**config.mk**
```make
export PLATFORM = sky130hd
export DESIGN_NAME = pf_ddr_lane_dly_ctrl
export DESIGN_NICKNAME = d
export VERILOG_FILES = /design/src/rtl/pf_ddr_lane_dly_ctrl.sv
export SDC_FILE = /design/constraint.sdc
export NUM_CORES = 1
export LEC_CHECK = 0
export BUFFER_PORTS_ARGS = -buffer_cell sky130_fd_sc_hd__buf_4
export CAP_MARGIN = 20
export CORE_ASPECT_RATIO = 0.9
export CORE_MARGIN = 5
export CORE_UTILIZATION = 45
export DETAILED_ROUTE_END_ITERATION = 10
export HOLD_SLACK_MARGIN = 0.15
export PLACE_DENSITY = 0.7
export SKIP_CTS_REPAIR_TIMING = 1
export SLEW_MARGIN = 20
export SYNTH_ARGS = -nofsm -noshare
export SYNTH_HDL_FRONTEND = slang
export SYNTH_SLANG_ARGS = --single-unit
```
**constraint.sdc**
```tcl
create_clock -name FAB_CLK -period 9.2 [get_ports FAB_CLK]
set_clock_uncertainty 0.15 [all_clocks]
set_input_delay 0.92 -clock FAB_CLK [delete_from_list [all_inputs] [get_ports FAB_CLK]]
set_output_delay 0.92 -clock FAB_CLK [all_outputs]
set_load 0.03 [all_outputs]
```
**src/rtl/pf_ddr_lane_dly_ctrl.sv**
```systemverilog
// Transmit delay-line controller for one DDR byte lane. It turns tap commands into spaced
// LOAD/DIRECTION/MOVE pulses on the selected IOD and tracks the current tap of every channel.
module pf_ddr_lane_dly_ctrl #(
    parameter int unsigned NUM_BITS = 9,
    parameter int unsigned TAP_W    = 8,
    parameter int unsigned INIT_TAP = 1,
    parameter int unsigned MAX_TAP  = 255,
    parameter int unsigned MOVE_GAP = 4,
    parameter int unsigned CH_W     = $clog2(NUM_BITS)
) (
    input  logic                FAB_CLK,
    input  logic                ARST_N,
    input  logic                CMD_VALID,
    output logic                CMD_READY,
    input  logic [1:0]          CMD_OP,
    input  logic [CH_W-1:0]     CMD_CH,
    input  logic [TAP_W-1:0]    CMD_TAP,
    output logic                RSP_VALID,
    output logic                RSP_ERR,
    output logic [TAP_W-1:0]    RSP_TAP,
    output logic [NUM_BITS-1:0] DLY_MOVE,
    output logic [NUM_BITS-1:0] DLY_DIRECTION,
    output logic [NUM_BITS-1:0] DLY_LOAD,
    input  logic [NUM_BITS-1:0] DLY_OUT_OF_RANGE,
    input  logic [CH_W-1:0]     TAP_RD_CH,
    output logic [TAP_W-1:0]    TAP_RD_DATA
);

    localparam int unsigned      CNT_W      = $clog2(MOVE_GAP + 2);
    localparam logic [CNT_W-1:0] LP_CNT_G   = CNT_W'(MOVE_GAP);
    localparam logic [CNT_W-1:0] LP_CNT_G1  = CNT_W'(MOVE_GAP - 1);
    localparam logic [TAP_W-1:0] LP_MAX_TAP = TAP_W'(MAX_TAP);
    localparam logic [TAP_W-1:0] LP_INI_TAP = TAP_W'(INIT_TAP);
    localparam logic [CH_W:0]    LP_NB      = (CH_W + 1)'(NUM_BITS);
    localparam logic [1:0]       OP_ABS     = 2'b00;
    localparam logic [1:0]       OP_INC     = 2'b01;
    localparam logic [1:0]       OP_DEC     = 2'b10;
    localparam logic [1:0]       OP_LOAD    = 2'b11;

    typedef enum logic [3:0] {
        ST_INIT, ST_INIT_GAP, ST_IDLE, ST_CALC, ST_SETDIR, ST_PULSE, ST_GAP, ST_LOAD, ST_DONE
    } state_t;

    state_t              r_state, w_state_nxt;
    logic [CNT_W-1:0]    r_cnt, w_cnt_nxt;
    logic [1:0]          r_op;
    logic [CH_W-1:0]     r_ch;
    logic [TAP_W-1:0]    r_cmd_tap;
    logic [TAP_W-1:0]    r_steps, w_steps_nxt;
    logic                r_up, w_up_nxt;
    logic [TAP_W-1:0]    r_tap [NUM_BITS];
    logic                r_ready, w_ready_nxt;
    logic                r_rsp_valid, w_rsp_valid_nxt;
    logic                r_rsp_err, w_rsp_err_nxt;
    logic [TAP_W-1:0]    r_rsp_tap, w_rsp_tap_nxt;
    logic [NUM_BITS-1:0] r_move, w_move_nxt;
    logic [NUM_BITS-1:0] r_dir, w_dir_nxt;
    logic [NUM_BITS-1:0] r_load, w_load_nxt;
    logic                w_tap_we;
    logic [TAP_W-1:0]    w_tap_wdata;

    logic                w_cmd_acc, w_ch_ok, w_oor, w_up;
    logic [NUM_BITS-1:0] w_ch_mask;
    logic [TAP_W-1:0]    w_cur, w_target, w_steps, w_step_tap;
    logic [TAP_W:0]      w_sum;
    logic signed [TAP_W:0] w_diff;

    assign w_cmd_acc  = (r_state == ST_IDLE) && CMD_VALID;
    assign w_ch_ok    = ({1'b0, r_ch} < LP_NB);
    assign w_ch_mask  = w_ch_ok ? (NUM_BITS'(1) << r_ch) : '0;
    assign w_cur      = w_ch_ok ? r_tap[r_ch] : '0;
    assign w_sum      = {1'b0, w_cur} + {1'b0, r_cmd_tap};
    assign w_diff     = $signed({1'b0, w_cur}) - $signed({1'b0, r_cmd_tap});
    assign w_oor      = |(DLY_OUT_OF_RANGE & w_ch_mask);
    assign w_step_tap = r_up ? (w_cur + TAP_W'(1)) : (w_cur - TAP_W'(1));

    // Saturating target tap for the move ops
    always_comb begin
        w_target = w_cur;
        case (r_op)
            OP_ABS:  w_target = (r_cmd_tap > LP_MAX_TAP) ? LP_MAX_TAP : r_cmd_tap;
            OP_INC:  w_target = (w_sum > {1'b0, LP_MAX_TAP}) ? LP_MAX_TAP : w_sum[TAP_W-1:0];
            OP_DEC:  w_target = w_diff[TAP_W] ? '0 : w_diff[TAP_W-1:0];
            default: w_target = w_cur;
        endcase
    end

    assign w_up    = (w_target > w_cur);
    assign w_steps = w_up ? (w_target - w_cur) : (w_cur - w_target);

    always_ff @(posedge FAB_CLK or negedge ARST_N) begin
        if (!ARST_N) r_state <= ST_INIT;
        else         r_state <= w_state_nxt;
    end

    // Next state plus next value of every registered output
    always_comb begin
        w_state_nxt     = r_state;
        w_cnt_nxt       = r_cnt;
        w_steps_nxt     = r_steps;
        w_up_nxt        = r_up;
        w_ready_nxt     = 1'b0;
        w_rsp_valid_nxt = 1'b0;
        w_rsp_err_nxt   = 1'b0;
        w_rsp_tap_nxt   = r_rsp_tap;
        w_move_nxt      = '0;
        w_load_nxt      = '0;
        w_dir_nxt       = r_dir;
        w_tap_we        = 1'b0;
        w_tap_wdata     = w_step_tap;
        case (r_state)
            ST_INIT: begin
                w_load_nxt  = '1;
                w_cnt_nxt   = '0;
                w_state_nxt = ST_INIT_GAP;
            end
            // The registered load lands in the first INIT_GAP cycle, so G more follow it
            ST_INIT_GAP: begin
                if (r_cnt == LP_CNT_G) w_state_nxt = ST_IDLE;
                else                   w_cnt_nxt   = r_cnt + CNT_W'(1);
            end
            ST_IDLE: begin
                if (CMD_VALID) w_state_nxt = ST_CALC;
            end
            ST_CALC: begin
                if (!w_ch_ok) begin
                    w_state_nxt     = ST_DONE;
                    w_rsp_valid_nxt = 1'b1;
                    w_rsp_err_nxt   = 1'b1;
                    w_rsp_tap_nxt   = '0;
                end else if (r_op == OP_LOAD) begin
                    w_state_nxt = ST_LOAD;
                    w_load_nxt  = w_ch_mask;
                    w_cnt_nxt   = '0;
                end else if (w_steps == '0) begin
                    w_state_nxt     = ST_DONE;
                    w_rsp_valid_nxt = 1'b1;
                    w_rsp_tap_nxt   = w_cur;
                end else begin
                    w_state_nxt = ST_SETDIR;
                    w_steps_nxt = w_steps;
                    w_up_nxt    = w_up;
                    w_dir_nxt   = (r_dir & ~w_ch_mask) | (w_up ? w_ch_mask : '0);
                end
            end
            ST_SETDIR: begin
                w_state_nxt = ST_PULSE;
                w_move_nxt  = w_ch_mask;
            end
            ST_PULSE: begin
                w_state_nxt = ST_GAP;
                w_cnt_nxt   = '0;
            end
            // Range flag is judged only on the last settle cycle of each step
            ST_GAP: begin
                if (r_cnt != LP_CNT_G1) begin
                    w_cnt_nxt = r_cnt + CNT_W'(1);
                end else if (w_oor) begin
                    w_state_nxt     = ST_DONE;
                    w_rsp_valid_nxt = 1'b1;
                    w_rsp_err_nxt   = 1'b1;
                    w_rsp_tap_nxt   = w_cur;
                end else begin
                    w_tap_we    = 1'b1;
                    w_steps_nxt = r_steps - TAP_W'(1);
                    if (r_steps == TAP_W'(1)) begin
                        w_state_nxt     = ST_DONE;
                        w_rsp_valid_nxt = 1'b1;
                        w_rsp_tap_nxt   = w_step_tap;
                    end else begin
                        w_state_nxt = ST_PULSE;
                        w_move_nxt  = w_ch_mask;
                    end
                end
            end
            ST_LOAD: begin
                if (r_cnt == LP_CNT_G) begin
                    w_tap_we        = 1'b1;
                    w_tap_wdata     = LP_INI_TAP;
                    w_state_nxt     = ST_DONE;
                    w_rsp_valid_nxt = 1'b1;
                    w_rsp_tap_nxt   = LP_INI_TAP;
                end else begin
                    w_cnt_nxt = r_cnt + CNT_W'(1);
                end
            end
            ST_DONE:  w_state_nxt = ST_IDLE;
            default:  w_state_nxt = ST_INIT;
        endcase
        w_ready_nxt = (w_state_nxt == ST_IDLE);
    end

    always_ff @(posedge FAB_CLK or negedge ARST_N) begin
        if (!ARST_N) begin
            r_cnt       <= '0;
            r_op        <= '0;
            r_ch        <= '0;
            r_cmd_tap   <= '0;
            r_steps     <= '0;
            r_up        <= 1'b0;
            r_ready     <= 1'b0;
            r_rsp_valid <= 1'b0;
            r_rsp_err   <= 1'b0;
            r_rsp_tap   <= '0;
            r_move      <= '0;
            r_dir       <= '0;
            r_load      <= '0;
        end else begin
            r_cnt       <= w_cnt_nxt;
            r_steps     <= w_steps_nxt;
            r_up        <= w_up_nxt;
            r_ready     <= w_ready_nxt;
            r_rsp_valid <= w_rsp_valid_nxt;
            r_rsp_err   <= w_rsp_err_nxt;
            r_rsp_tap   <= w_rsp_tap_nxt;
            r_move      <= w_move_nxt;
            r_dir       <= w_dir_nxt;
            r_load      <= w_load_nxt;
            if (w_cmd_acc) begin
                r_op      <= CMD_OP;
                r_ch      <= CMD_CH;
                r_cmd_tap <= CMD_TAP;
            end
        end
    end

    always_ff @(posedge FAB_CLK or negedge ARST_N) begin
        if (!ARST_N) begin
            for (int i = 0; i < int'(NUM_BITS); i++) r_tap[i] <= LP_INI_TAP;
        end else if (w_tap_we) begin
            r_tap[r_ch] <= w_tap_wdata;
        end
    end

    assign CMD_READY     = r_ready;
    assign RSP_VALID     = r_rsp_valid;
    assign RSP_ERR       = r_rsp_err;
    assign RSP_TAP       = r_rsp_tap;
    assign DLY_MOVE      = r_move;
    assign DLY_DIRECTION = r_dir;
    assign DLY_LOAD      = r_load;
    assign TAP_RD_DATA   = ({1'b0, TAP_RD_CH} < LP_NB) ? r_tap[TAP_RD_CH] : '0;

endmodule
```
==> results by group <==
Clock network
  • CTS H-tree lvls: 4
  • CTS tree: done
  • Sink Count: 140
  • Clock root buffer: clkbuf_16
  • Worst-path clk slew: 0.07 ns
  • TritonCTS Buffers: 17
  • Bufs on Longest Clock Path: 2
  • Worst skew pair latency: 0.43 ns

Status
  • Outcome: complete, no violations

Critical path
  • Crit-path max cell delay: 0.57 ns
  • CP max stage cell: dfrtp_1
  • Worst Setup End Kind: register
  • CP most frequent cell: inv_1
  • Setup CP Type: reg2reg
  • CP delay by family, top: compound AO/OA/AOI/OAI gates
  • Worst R2R Path Depth: 29
  • Launching point of the worst reg2reg path: r_ch[3]
  • Crit start category: register
  • Arr. time, crit path: 8.51 ns
  • Worst r2r dst: r_steps[2]
  • Setup slack, reg-to-reg: 0.86 ns
  • Worst path required time: 9.37 ns
  • Largest fanout on the critical path: 13
  • Crit path buf inv count: 5

Timing
  • Hold Vio Cnt, Final: 0
  • Tcrit/Tclk final: 90.6%
  • Max Fclk: 120 MHz
  • RSZ-0062 raised after global routing: no
  • Smallest setup slack after layout: 0.865 ns
  • Final setup fails: 0
  • Slew @ Worst Pin: 1.08 ns
  • Max_slew headroom: 28.0%
  • Post-route setup TNS: 0 ns
  • Pins Over Slew Limit: 0
  • Minimum clock period: 8.34 ns

Floorplan
  • Rows: 50
  • Die H: 147 um
  • Die Wd: 162 um
  • Ports: 76
  • Die area: 0.0237 mm2
  • Core region area: 0.0206 mm2
  • Initial Util: 45.3%

Global route
  • Initial antenna violation count: 0
  • First-pass GRT wire length: 42600 um
  • Overall fraction of global-route tracks in use: 22.6%
  • Total grt overflow: 0
  • Largest net degree at the start of global routing: 94
  • Number of global-route vias before repair: 7648

Detailed routing
  • Vias per inst: 6.15
  • Routed len/inst: 20.9 um
  • Residual DRC: 0
  • DR pass1 iterations: 5
  • Antenna-violating nets left: 0
  • Routed wire length: 26500 um
  • Vias: 7808
  • Starting DRC count in detailed routing: 744

Synth
  • Yosys cell types: 94
  • EDFF count, synth: 0
  • Ranking of synthesized cells by area: dfrtp_1 35%, mux2_2 7.7%, mux4_2 6.3%, o21ai_0 4.3%, nand2_1 4.0%
  • Ys flop type: dfrtp_1
  • Syn_area_per_cell: 9.85 um2
  • Area share of the largest cell type after synthesis: 35.1%
  • Number of synthesized register bits: 140
  • Synth Warn #: 0
  • Syn Nets: 1011
  • Post-synth top area cell: dfrtp_1
  • Synth Instances: 947
  • Post-synth ARST share: 100%
  • Synthesized area: 0.00933 mm2
  • Sequential fraction of the synthesis area: 37.7%

Min path
  • Hold EP: r_tap[8]
  • HP Start: r_tap[8]
  • Hold/Removal Path Class: reg2reg
  • Worst Hold Depth: 2

Place
  • Place WS: 0.796 ns
  • Routability cong.: 0.953
  • Detail Placement HPWL: 19300 um
  • Number of buffers added on ports: 75

Cells and area
  • Multi-input logic area: 0.00545 mm2
  • Layout cell share with drive strength beyond 1: 24.5%
  • Sequential cell area: 0.00352 mm2
  • N_diodes: 0
  • Final net count: 1060
  • Synth-to-Final Area Change: 14.2%
  • Fill count: 1808

Job
  • Max Cap Viol: 0

Power
  • Maximum VDD drop: 0.177 mV
  • Leak: 4.72 nW
  • Final total power: 3.71 mW
  • Pwr Density: 348 mW/mm2
==> layout make-up <==
cell class                 instances  share of cell area, %
inverter                          42                   1.48
timing repair buffer              84                   5.96
clock buffer                      18                   4.12
tap                              260                   3.05
multi-input combinational        711                   51.2
clock inverter                    14                   1.21
sequential                       140                   33.0
==> cells in the mapped netlist (4+ instances only) <==
master,number
dfrtp_1,131
nand2_1,100
o21ai_0,81
mux2_2,64
nor2_1,58
inv_1,42
a21oi_1,40
clkbuf_1,40
nor3_1,34
ha_1,29
mux4_2,26
mux2i_1,25
nand3_1,22
xnor2_1,17
a22oi_1,13
o22ai_1,10
dfstp_2,9
a21o_1,8
mux2_1,8
and3_1,7
buf_1,7
nand2b_1,7
o21bai_1,7
o221ai_1,7
o31ai_1,7
and2_1,6
a211o_1,5
fa_1,5
maj3_1,5
nor3b_1,5
nor4_1,5
o31a_1,5
or3_1,5
a211oi_1,4
a31oi_1,4
buf_4,4
o21a_1,4
xor2_1,4
==> worst register-to-register path, delay by kind of cell (launching register included) <==
kind / cells / cell delay [ns]
compound gates: 13 / 3.34
fa+ha+maj: 5 / 1.71
simple gates: 6 / 1.66
buf+inv: 5 / 0.80
flops: 1 / 0.57
==> registers in the layout, summed over array words and instances (netlist names), named ones only <==
name,flops
r_cmd_tap,8
r_state,4
RSP_VALID,1
RSP_ERR,1
r_cnt,3
DLY_LOAD,9
r_tap,72
CMD_READY,1
RSP_TAP,8
r_up,1
r_ch,4
DLY_MOVE,9
r_op,2
r_steps,8
==> per-layer routing <==
layer / share of wire [%] / up-vias / track usage (%)
met3: 7.0 / 43 / 5.11
met1: 45 / 3833 / 31.9
met5: 0 / - / 0
li1: - / 3603 / -
met4: 2.4 / 0 / 7.10
met2: 46 / 329 / 35.0
==> layout by cell type, fill, tap and decap left out, types with 8 or more instances in the layout <==
master and n:
mux2_2 64, mux2i_1 25, o21ai_0 81, nor3_1 33, a21oi_1 40, nand3_1 22, mux2_1 8, clkbuf_16 17
nand2_1 100, dfrtp_1 130, a22oi_1 13, a21o_1 8, mux4_2 26, o22ai_1 10, nor2_1 58, xnor2_1 17
ha_1 29, inv_1 42, buf_4 83, dfstp_2 9
==> worst max-delay path by stage <==
stage | start | end | depth (start not counted)
floorplan | r_ch[1] | r_steps[2] | 29
global placement | r_ch[3] | r_steps[2] | 29
detailed placement | r_ch[3] | r_steps[2] | 29
CTS | r_ch[3] | r_steps[2] | 29
global route | r_ch[3] | r_steps[2] | 29
finish | r_ch[3] | r_steps[2] | 29
==> power by group <==
part	switching (mW)	internal, mW
clock network	0.303	0.363
logic	1.26	0.798
registers	0.231	0.759
==> kinds of logic after synthesis <==
family / Yosys count / synth area share [%]
compound gates: 251 / 18.8
xor+xnor: 21 / 1.97
fa+ha+maj: 39 / 5.50
buf+inv: 96 / 4.06
flops: 140 / 37.7
mux: 123 / 17.7
simple gates: 277 / 14.4
==> stage by stage <==
step | instance area, um2 | utilization, % | hold WS [ns] | instances
final | 10700 | 51.7 | 0.341 | 1269
after global routing | 10700 | 51.7 | 0.349 | 1269
after CTS | 10600 | 51.7 | 0.342 | 1269
after detailed placement | 10100 | 48.9 | 0.333 | 1237
after global placement | 10100 | 48.9 | 0.321 | 1237
after floorplan | 9330 | - | 0.311 | 947
Power figures use the tool's default switching activity.
